[src/rtl/cyclic_encode_sequencer.sv]
// Serial systematic cyclic (7,4) encoder, g(x) = x^3 + x + 1.
// A message is accepted in IDLE. Its four data bits are emitted MSB first,
// then the three parity bits held in the LFSR. An optional idle gap follows
// each codeword. All codeword output uses a valid/ready handshake.
module cyclic_encode_sequencer #(
    parameter int unsigned GAP_CYCLES = 0
) (
    input  logic       clk,
    input  logic       rst,
    input  logic       flush,
    input  logic       msg_valid,
    input  logic [3:0] msg_data,
    output logic       msg_ready,
    output logic       cw_valid,
    input  logic       cw_ready,
    output logic       cw_bit,
    output logic       cw_last,
    output logic       busy
);

    typedef enum logic [1:0] {
        StIdle,
        StMsg,
        StPar,
        StGap
    } state_t;

    // Terminal value of the gap counter. It is unused when there is no gap.
    localparam logic [3:0] GapLast = (GAP_CYCLES == 0) ? 4'd0 : 4'(GAP_CYCLES - 1);

    state_t     state_q, state_d;
    logic [3:0] msg_q, msg_d;
    logic [2:0] lfsr_q, lfsr_d;   // {r2, r1, r0}
    logic [2:0] cnt_q, cnt_d;     // codeword bit index 0..6
    logic [3:0] gap_q, gap_d;
    logic       cw_fire;
    logic       fb;

    // State and datapath registers; reset clears everything immediately
    always_ff @(posedge clk or negedge rst) begin
        if (!rst) begin
            state_q <= StIdle;
            msg_q   <= 4'd0;
            lfsr_q  <= 3'd0;
            cnt_q   <= 3'd0;
            gap_q   <= 4'd0;
        end else begin
            state_q <= state_d;
            msg_q   <= msg_d;
            lfsr_q  <= lfsr_d;
            cnt_q   <= cnt_d;
            gap_q   <= gap_d;
        end
    end

    // Next-state logic and handshake outputs
    always_comb begin
        state_d   = state_q;
        msg_d     = msg_q;
        lfsr_d    = lfsr_q;
        cnt_d     = cnt_q;
        gap_d     = gap_q;
        msg_ready = 1'b0;
        cw_valid  = 1'b0;
        cw_bit    = 1'b0;
        cw_last   = 1'b0;
        fb        = 1'b0;

        unique case (state_q)
            StIdle: begin
                // Gated by rst so that no output is high while reset is held
                msg_ready = rst;
                if (msg_valid) begin
                    msg_d   = msg_data;
                    lfsr_d  = 3'd0;
                    cnt_d   = 3'd0;
                    state_d = StMsg;
                end
            end
            StMsg: begin
                cw_valid = 1'b1;
                // Bit k of the codeword is m[3-k], and 3-k equals ~k on 2 bits
                cw_bit   = msg_q[~cnt_q[1:0]];
                if (cw_ready) begin
                    fb     = cw_bit ^ lfsr_q[2];
                    lfsr_d = {lfsr_q[1], lfsr_q[0] ^ fb, fb};
                    cnt_d  = cnt_q + 3'd1;
                    if (cnt_q == 3'd3) begin
                        state_d = StPar;
                    end
                end
            end
            StPar: begin
                cw_valid = 1'b1;
                cw_bit   = lfsr_q[2];
                cw_last  = (cnt_q == 3'd6);
                if (cw_ready) begin
                    lfsr_d = {lfsr_q[1:0], 1'b0};
                    if (cnt_q == 3'd6) begin
                        cnt_d   = 3'd0;
                        state_d = (GAP_CYCLES > 0) ? StGap : StIdle;
                    end else begin
                        cnt_d = cnt_q + 3'd1;
                    end
                end
            end
            StGap: begin
                if (gap_q == GapLast) begin
                    gap_d   = 4'd0;
                    state_d = StIdle;
                end else begin
                    gap_d = gap_q + 4'd1;
                end
            end
            default: begin
                state_d = StIdle;
            end
        endcase

        // Abort wins over any handshake in the same cycle
        if (flush) begin
            state_d = StIdle;
            msg_d   = 4'd0;
            lfsr_d  = 3'd0;
            cnt_d   = 3'd0;
            gap_d   = 4'd0;
        end
    end

    assign cw_fire = cw_valid & cw_ready & ~flush;

    // Status output
    always_comb begin
        busy = (state_q != StIdle);
    end

    // cw_fire marks a completed codeword-bit handshake; this block does not use it
    logic unused_fire;
    assign unused_fire = cw_fire;

endmodule

[config.mk]
export PLATFORM = sky130hd
export DESIGN_NAME = cyclic_encode_sequencer
export DESIGN_NICKNAME = d
export VERILOG_FILES = /design/src/rtl/cyclic_encode_sequencer.sv
export SDC_FILE = /design/constraint.sdc
export NUM_CORES = 1
export LEC_CHECK = 0
export ABC_AREA = 1
export CORE_MARGIN = 2
export CORE_UTILIZATION = 50
export CTS_CLUSTER_DIAMETER = 200
export DETAILED_ROUTE_END_ITERATION = 6
export PLACE_DENSITY = 0.85
export SYNTH_ARGS = -nofsm -noshare
export SYNTH_HDL_FRONTEND = slang
export SYNTH_SLANG_ARGS = --single-unit
[constraint.sdc]
create_clock -name clk -period 3.4 [get_ports clk]
set_input_delay 0.68 -clock clk [delete_from_list [all_inputs] [get_ports clk]]
set_output_delay 0.68 -clock clk [all_outputs]
set_load 0.02 [all_outputs]
# After elaboration in Yosys (flattened, before gate mapping)
# Cells that the tools add are included.
[word_totals] regBits=16 latch_bits=0 ram_bits=0 mem_bits_ro=0 inputBits=9 word_cells=63 mem_count=0
[op_classes] add_sub_neg=2 mul=0 div_mod_pow=0 magnitude_cmp=1 eq_ne=11 shifts=0 muxes=30 n_bitwise=3 n_reduce_logical=11
[op_table] cell="$mux 3" count=8
[op_table] cell="$mux 4" count=6
[op_table] cell="$ne 3x3->1 const B" count=6
[op_table] cell="$pmux 3 s3" count=2
[op_table] cell="$mux 2" count=7
[op_table] cell="$pmux 2 s4" count=1
[op_table] cell="$reduce_bool 2->1" count=4
[op_table] cell="$reduce_and 6->1" count=1
[op_table] cell="$add 4x1->4 const B" count=1
[op_table] cell="$eq 2x2->1 const B" count=2
[op_table] cell="$logic_not 4->1" count=1
[op_table] cell="$mux 1" count=4
[op_table] cell="$reduce_and 4->1" count=1
[op_table] cell="$reduce_bool 4->1" count=1
[op_table] cell="$add 3x1->3 const B" count=1
[op_table] cell="$eq 3x2->1 const B" count=1
[op_table] cell="$eq 3x3->1 const B" count=1
[op_table] cell="$lt 2x3->1 const B" count=1
[op_table] cell="$bmux 1 s2" count=1
[op_table] cell="$eq 2x1->1 const B" count=1
[op_table] cell="$logic_not 2->1" count=1
[op_table] cell="$not 2->2" count=1
[op_table] cell="$pmux 1 s2" count=1
[op_table] cell="$reduce_and 2->1" count=1
[op_table] cell="2 further kinds" count=3

# Longest topological paths before layout
[depth] ltp_word=8 mapped_depth=11

# Worst setup path after synthesis
# OpenSTA, ideal clock, no wires.
[synth_path] kind="flip-flop to output port" start="register state_q[0]" end="output port cw_bit" t_arrival_ns=1.334 required_time_ns=2.720 setup_slack_ns=1.386 path_stages_with_launch=5 n_path_buf=0 path_cell_list="dfrtp_1 inv_1 ha_1 inv_1 a21oi_1"
[synth_between] elab_chain_cells=2 word_cells_on_any_way=3 cone_classes="eq/ne: 2; mux: 1"
[synth_lines] item="start, declared" line_no="31" rtl="state_t state_q, state_d;"
[synth_lines] item="start signal, assigned" line_no="42" rtl="state_q <= StIdle;"
[synth_lines] item="start signal, assigned" line_no="48" rtl="state_q <= state_d;"
[synth_lines] item="$eq 2x2->1 or $eq 2x1->1 (tied branches)" line_no="69" rtl="unique case (state_q)"
[synth_lines] item="$pmux 1 s2 *" line_no="69"
[synth_lines] item="end, declared" line_no="16" rtl="output logic cw_bit,"
# Mark *: on every way between the ends. The rest lies on a longest branch, timed or not.

# Final worst setup path
# Ends and elaborated chain as after synthesis.

==> flow_metrics.env <==
export IMPL_die_h_um=49.3
export IMPL_grtUsageMet2_pct=35.8
export IMPL_cts_sinks=16
export IMPL_io_pins=14
export IMPL_synth_compound_area_share_pct=10.7
export IMPL_use_met3_pct=3.68
export IMPL_report_final_hold_viol_count=0
export IMPL_cts_resized=0
export IMPL_max_cap_viol_count=0
export IMPL_core_area_um2=1940
export IMPL_cp_common_cell="inv_1"
export IMPL_holdWs_ns=0.501
export IMPL_htree_levels=1
export IMPL_hold_buffers=0
export IMPL_drive_gt1_share_pct=10.4
export IMPL_cpLargestDelayFamily="buffers and inverters"
export IMPL_vdd_ir_drop_worst_mv=0.478
export IMPL_port_buffer_count=13
export IMPL_synth_area_per_cell_um2=8.01
export IMPL_critPathSlowestCell="clkdlybuf4s50_1"
export IMPL_synth_fp_nets=148
export IMPL_cp_required_ns=2.72
export IMPL_hpwl_mm=1.65
export IMPL_cellPowerDensity_nw_per_um2=577
export IMPL_fmax_mhz=382
export IMPL_rsz0062_at_grt="false"
export IMPL_setup_tns_ns=0
export IMPL_numCtsBuffers=3
export IMPL_postSynthCellCount=128
export IMPL_status="finished, final reports clean"
export IMPL_initial_core_util_pct=52.8
export IMPL_gr_total_overflow=0
export IMPL_leakage_nw=0.580
export IMPL_end_kind="primary output"
export IMPL_critical_path_class="flip-flop to primary output"
export IMPL_finalSetupViolations=0
export IMPL_grt_pass1_wl_mm=3.65
export IMPL_syn_to_final_growth_pct=18.4
export IMPL_post_cts_setup_buffer_count=0
export IMPL_grt_util_all_layers_pct=20.0
export IMPL_dieArea_um2=2430
export IMPL_fin_crit_ns=2.62
export IMPL_clk_pin_slew_ns=0.10
export IMPL_drcViolationCount=0
export IMPL_cp_num_buf_inv=3
export IMPL_yosys_mux_area_fraction_pct=0
export IMPL_skew_ns=0.00613
export IMPL_cts_tree="done"
export IMPL_grt_pass1_vias=873
export IMPL_mostFrequentLayoutCells="nand2_1 (25), inv_1 (22), nand3_1 (16), dfrtp_1 (16), clkdlybuf4s50_1 (13)"
export IMPL_antenna_found_initial=0
export IMPL_slowest_delay_ns=0.61
export IMPL_drt_pass1_iterations=4
export IMPL_drt_initial_drc_count=22
export IMPL_yosysUniqueCellTypes=21
export IMPL_grt_max_degree=17
export IMPL_final_common_cell="nand2_1"
export IMPL_fin_ws_ns=0.780
export IMPL_ant_nets=0
export IMPL_clock_latency_ns=0.29
export IMPL_crit_chain="inv_1 > ha_1 > inv_1 > a21oi_1 > clkdlybuf4s50_1"
export IMPL_period_share_pct=77.1
export IMPL_path_max_fanout=5
export IMPL_yosys_area_share_simple_pct=25.0
export IMPL_synth_cell_area_um2=1020
export IMPL_yosys_area_share_adder_pct=13.4
export IMPL_root_buffer="clkbuf_4"
export IMPL_yosysWarningCount=0
export IMPL_via_count=886
export IMPL_via_per_inst=5.18
export IMPL_rows=16
export IMPL_slew_violations=0
export IMPL_placed_cells=168
export IMPL_ys_seq_area_share_pct=39.1
export IMPL_grtUsageMet1_pct=23.0
export IMPL_finalNonFillerCells=171
export IMPL_gp_congestion=0.798
export IMPL_setup_worst_path_start_class="flip-flop"
export IMPL_synth_seq_cells=16
export IMPL_place_area_um2=1190
export IMPL_clockBufferDepth=2
export IMPL_top_usage_layer="met2"
export IMPL_design_area_um2=1210
export IMPL_worst_ep_arrival_time_ns=1.94
export IMPL_hold_path_class="flip-flop to flip-flop"
export IMPL_synth_top_family_by_area="simple AND/OR/NAND/NOR gates"
export IMPL_wire_per_inst_um=12.5
export IMPL_slew_headroom_pct=80.2
export IMPL_n_antenna_cell=0
export IMPL_totalWireLength_mm=2.14
export IMPL_layout_nets=166
export IMPL_dieWidth_um=49.3
export IMPL_tightest_slew_ns=0.295
export IMPL_pre_cts_slack_ns=0.868
export IMPL_synthXorXnorAreaFrac_pct=1.71
==> cell families (layout without fill, tap and decap cells) <==
kind of cell | after synthesis | after routing
xor+xnor | 2 | 2
flops | 16 | 16
buf+inv | 27 | 43
compound gates | 20 | 20
simple gates | 52 | 52
fa+ha+maj | 11 | 11
==> Yosys cell counts <==
cell | instances | area, um2
inv_2 | 4 | 15.0
xor2_1 | 1 | 8.76
xnor2_1 | 1 | 8.76
nand4_1 | 1 | 6.26
nor2_1 | 3 | 11.3
nor3_4 | 1 | 16.3
nand2_2 | 2 | 12.5
nand2_1 | 25 | 93.8
ha_1 | 11 | 138
o21ai_2 | 1 | 8.76
o22ai_1 | 5 | 31.3
nand3_1 | 16 | 80.1
o21ai_1 | 2 | 10.0
inv_1 | 22 | 82.6
nand2_4 | 1 | 11.3
o21ai_0 | 10 | 50.1
nor3_1 | 1 | 5.00
buf_2 | 1 | 5.00
nand3_2 | 2 | 20.0
a21oi_1 | 2 | 10.0
dfrtp_1 | 16 | 400
==> per-stage QoR <==
stage / util (%) / power, W
6_report: 62.5 / 0.000700
5_1_grt: 62.5 / 0.000748
4_1_cts: 62.5 / 0.000699
3_5_place_dp: 61.3 / 0.000598
3_3_place_gp: 61.3 / 0.000587
2_1_floorplan: - / 0.000486
==> final timing paths <==
| check | startpoint | endpoint | slack (ns) | cells past startpoint |
|---|---|---|---|---|
| worst min-delay path | lfsr_q[1] | lfsr_q[1] | 0.50 | 2 |
| max in group asynchronous | rst | lfsr_q[0] | 2.48 | 2 |
| worst min register to register | lfsr_q[1] | lfsr_q[1] | 0.50 | 2 |
| worst max-delay path | state_q[0] | cw_bit | 0.78 | 5 |
| worst max register to register | state_q[0] | cnt_q[0] | 1.60 | 11 |
| min in group asynchronous | rst | gap_q[3] | 0.73 | 2 |
==> state kept, by name (all words and copies together), names as in the netlist <==
register  flops
cnt_q         3
gap_q         4
lfsr_q        3
msg_q         4
state_q       2
==> per-layer routing <==
| layer | routed length (um) | share of wire, % |
|---|---|---|
| met4 | 38 | 1.8 |
| met2 | 1100 | 51 |
| met5 | 0 | 0 |
| met3 | 78 | 3.6 |
| met1 | 927 | 43 |
==> power breakdown <==
group / switching, W / internal [W] / total [W]
logic: 0.000223 / 0.000133 / 0.000356
clock network: 0.0000617 / 0.0000412 / 0.000103
registers: 0.0000262 / 0.000215 / 0.000241
total: 0.000311 / 0.000389 / 0.000700
==> worst reg2reg max path, cell delays in order (launching register included) <==
cell,delay (ns)
dfrtp_1,0.43
inv_1,0.10
ha_1,0.24
inv_1,0.15
nand2_2,0.07
nand2_1,0.06
nand2_1,0.05
inv_2,0.07
nand2_4,0.06
nor3_4,0.18
nand2_2,0.09
o21ai_1,0.19
==> final cells by class <==
class	count	area, um2
fill	182	728
multi-input combinational	85	522
sequential	16	400
timing repair buffer	14	138
inverter	26	97.6
tap	27	33.8
clock buffer	3	22.5
No activity file was read; power rests on OpenSTA's default activity.
